### config.mk
export PLATFORM = sky130hd
export DESIGN_NAME = serial_word_transmitter
export DESIGN_NICKNAME = d
export VERILOG_FILES = /design/src/rtl/serial_word_transmitter.sv
export SDC_FILE = /design/constraint.sdc
export NUM_CORES = 1
export LEC_CHECK = 0
export BUFFER_PORTS_ARGS = -buffer_cell sky130_fd_sc_hd__buf_4
export CAP_MARGIN = 10
export CELL_PAD_IN_SITES_DETAIL_PLACEMENT = 1
export CELL_PAD_IN_SITES_GLOBAL_PLACEMENT = 2
export CORE_UTILIZATION = 34
export DETAILED_ROUTE_END_ITERATION = 12
export HOLD_SLACK_MARGIN = 0.05
export PLACE_DENSITY_LB_ADDON = 0.1
export SYNTH_ARGS = -nofsm -noshare
export SYNTH_HDL_FRONTEND = slang
export SYNTH_SLANG_ARGS = --single-unit
### constraint.sdc
create_clock -name clk -period 3.35 [get_ports clk]
set_clock_uncertainty 0.15 [all_clocks]
set_input_delay 0.1675 -clock clk [delete_from_list [all_inputs] [get_ports clk]]
set_output_delay 0.1675 -clock clk [all_outputs]
set_load 0.1 [all_outputs]
### src/rtl/serial_word_transmitter.sv
// rtl/serial_word_transmitter.sv - parallel-in serial-out word transmitter driving a shift-register receiver
module serial_word_transmitter #(
  parameter int WIDTH      = 4,
  parameter int BIT_CYCLES = 1
) (
  input  logic             clk,
  input  logic             rst_n,
  input  logic [WIDTH-1:0] tx_data,
  input  logic             tx_dir,
  input  logic             tx_valid,
  output logic             tx_ready,
  output logic             so,
  output logic [1:0]       sel_out,
  output logic             busy,
  output logic             done
);

  localparam int BW = $clog2(WIDTH + 1);
  localparam int CW = $clog2(BIT_CYCLES) + 1;

  localparam logic [1:0] S_IDLE  = 2'd0;
  localparam logic [1:0] S_SHIFT = 2'd1;
  localparam logic [1:0] S_DONE  = 2'd2;

  localparam logic [BW-1:0] BIT_LAST = BW'(WIDTH - 1);
  localparam logic [CW-1:0] CYC_LAST = CW'(BIT_CYCLES - 1);

  logic [1:0]       state;
  logic [WIDTH-1:0] shreg;
  logic             dir;
  logic [BW-1:0]    bit_cnt;
  logic [CW-1:0]    cyc_cnt;
  logic             strobe;

  // Strobe marks the last clock of a bit period; the receiver latches so on that edge.
  assign strobe = (state == S_SHIFT) && (cyc_cnt == CYC_LAST);

  always_ff @(posedge clk or negedge rst_n) begin
    if (!rst_n) begin
      state   <= S_IDLE;
      shreg   <= '0;
      dir     <= 1'b0;
      bit_cnt <= '0;
      cyc_cnt <= '0;
    end else begin
      case (state)
        S_IDLE: begin
          if (tx_valid) begin
            state   <= S_SHIFT;
            shreg   <= tx_data;
            dir     <= tx_dir;
            bit_cnt <= '0;
            cyc_cnt <= '0;
          end
        end
        S_SHIFT: begin
          if (strobe) begin
            cyc_cnt <= '0;
            if (bit_cnt == BIT_LAST) begin
              state <= S_DONE;
            end else begin
              bit_cnt <= bit_cnt + BW'(1);
              shreg   <= dir ? {1'b0, shreg[WIDTH-1:1]} : {shreg[WIDTH-2:0], 1'b0};
            end
          end else begin
            cyc_cnt <= cyc_cnt + CW'(1);
          end
        end
        S_DONE:  state <= S_IDLE;
        default: state <= S_IDLE;
      endcase
    end
  end

  // The outgoing bit sits at the end of the register that faces the chosen direction.
  assign so       = (state == S_SHIFT) && (dir ? shreg[0] : shreg[WIDTH-1]);
  assign sel_out  = strobe ? (dir ? 2'b10 : 2'b01) : 2'b00;
  assign tx_ready = (state == S_IDLE);
  assign busy     = (state == S_SHIFT) || (state == S_DONE);
  assign done     = (state == S_DONE);

endmodule

==> impl_metrics.yaml <==
setup_path:
  crit_path_start_kind: "flip-flop"
  reg2reg_from: "state[1]$_DFFE_PN0P_"
  cp.arrival_ns: 1.80
  setup.worst_path.class: "flip-flop to output pin"
  worstRegToRegCells: 4
  required_ns: 3.03
  endpoint_kind: "output pin"
  r2r_end: "shreg[0]$_DFFE_PN0P_"
  r2r_slack_ns: 1.41
  crit_path_start: "state[1]$_DFFE_PN0P_"
  cp_max_fo: 14
yosys:
  synth_largest_area_cell: "dfrtp_1"
  ys_seq_elements: 11
  synthTopCellsByArea: "dfrtp_1, mux2_2, ha_1, mux2i_1, inv_1"
  synth_commonest_cells: "dfrtp_1, inv_1, mux2_2"
  synth.most_common_cell: "dfrtp_1"
  ys.warnings.count: 0
  synth_ff_type: "dfrtp_1"
  synthesis.area_um2: 659
  ys_seq_area_share_pct: 41.7
  synth_fp_nets: 76
  async_flop_share_pct: 100
  synth_top_area_share_pct: 41.7
  syn_avg_cell_area_um2: 10.6
  synth_edf_count: 0
  netlist_instances: 62
  ys_types: 21
job:
  drv_cap: 0
timing:
  relSlewSlack_pct: 69.4
  period_share_pct: 63.1
  finalHoldViolCount: 0
  tns_ns: 0
  fmax_mhz: 473
  rsz0062_at_grt: "false"
  drv_slew: 0
  post-route-min-period_ns: 2.11
  tightest_slew_ns: 0.460
  setup_viol: 0
  setup_slack_ns: 1.24
global_routing:
  grt_pass1_vias: 519
  overflow: 0
  grtUsageTotal_pct: 17.2
  antenna_found_initial: 0
  grt_first_pass_wirelength_um: 2370
  grt_max_degree: 15
clock_tree:
  post_cts_buffers: 0
  cts_tree: "done"
  post_cts_resized: 0
  cts.sinks: 11
  clock_latency_ns: 0.27
  cts_buffers: 3
  cts_buffer_depth: 2
  clk_pin_slew_ns: 0.07
  cts_htree_levels: 1
  cts_root_buf: "clkbuf_4"
finish:
  fin_nets: 95
  diodes: 0
  drive_above_1_share_pct: 35.0
  finish.utilization_pct: 47.7
  syn2layout_area_growth_pct: 27.5
drt:
  drtAntennaViolNets: 0
  drc: 0
  vias: 510
  wire_per_inst_um: 12.8
  vias_per_cell: 4.86
  dr.pass1.iters: 4
  wl_um: 1350
  drt-initial-drc-count: 8
placement:
  dp_hpwl_um: 1010
  place_congestion: 0.739
  dp_slack_ns: 1.40
  numPortBuffers: 13
floorplan:
  dieHeight_um: 46.0
  ioPinCount: 14
  rows: 15
  dieArea_mm2: 0.00212
  core_area_mm2: 0.00176
  initial_core_util_pct: 37.4
  die_w_um: 46.0
worst_hold_path:
  worstHoldPathType: "input port to asynchronous set/reset pin"
run_status:
  outcome: "completed"
==> how the worst max path moves through the flow <==
stage / endpoint / slack (ns) / depth (start not counted)
2_1_floorplan: so / 0.78 / 4
3_3_place_gp: shreg[3]$_DFFE_PN0P_ / 1.46 / 4
3_5_place_dp: shreg[0]$_DFFE_PN0P_ / 1.40 / 4
4_1_cts: sel_out[0] / 1.20 / 4
5_1_grt: sel_out[0] / 1.06 / 4
6_report: sel_out[0] / 1.24 / 4
==> cell families after synthesis <==
kind of cell	count (synthesis)	synth area share, %
AO/OA/AOI/OAI	11	10.8
flip-flops	11	41.7
adder cells (fa/ha/maj)	6	11.4
buffers and inverters	9	5.50
multiplexers	12	19.5
AND/OR/NAND/NOR	13	11.0
==> per-stage QoR <==
| stage | instances | cell area, um2 | hold slack, ns |
|---|---|---|---|
| 4_1_cts | 105 | 841 | 0.104 |
| 3_3_place_gp | 98 | 783 | -0.136 |
| 6_report | 105 | 841 | 0.122 |
| 3_5_place_dp | 98 | 783 | -0.136 |
| 5_1_grt | 105 | 841 | 0.128 |
| 2_1_floorplan | 62 | 664 | -0.278 |
==> critical path, cell delays in order, from the launching register on <==
cell,delay (ns)
dfrtp_1,0.41
inv_1,0.11
ha_1,0.45
nor3b_2,0.24
buf_4,0.31
==> metal layers <==
layer	up-vias	track usage (%)	part of all wire (%)
met5	-	0	0
met2	14	25.6	46
met3	5	7.14	4.4
met1	239	21.0	47
li1	252	-	-
met4	0	8.82	2.4
==> final cells by class <==
class	count	area, um2
Clock buffer	3	22.5
Sequential cell	11	275
Fill cell	211	923
Timing Repair Buffer	16	128
Inverter	7	26.3
Clock inverter	1	5.00
Tap cell	25	31.3
Multi-Input combinational cell	42	353
==> flip-flops by register name, summed over array words and instances, names as in the netlist <==
name,cells
shreg,4
bit_cnt,3
state,2
cyc_cnt,1
dir,1
==> what timing repair did <==
action | 4_1_cts | 5_1_grt
hold buffers | 3 | 0
endpoints found under the hold margin | 13 | 0
setup endpoints to repair | 0 | 0
==> placed cells by master (no fill, tap or decap) <==
master,instances
buf_4,13
dfrtp_1,11
inv_1,7
mux2_2,7
ha_1,6
mux2i_1,5
nor2_1,3
a21oi_1,3
o21ai_0,3
nand2_1,3
clkbuf_4,3
dlygate4sd3_1,3
a31oi_1,2
nor2b_1,1
and3b_1,1
nand2b_2,1
o21ai_2,1
o211ai_2,1
nand3_1,1
nand3b_1,1
nand2b_1,1
o211ai_1,1
nor3b_2,1
clkinv_2,1
Power is not shown: default switching activity piles up to over one toggle a cycle in this logic, so the estimate is an artifact.
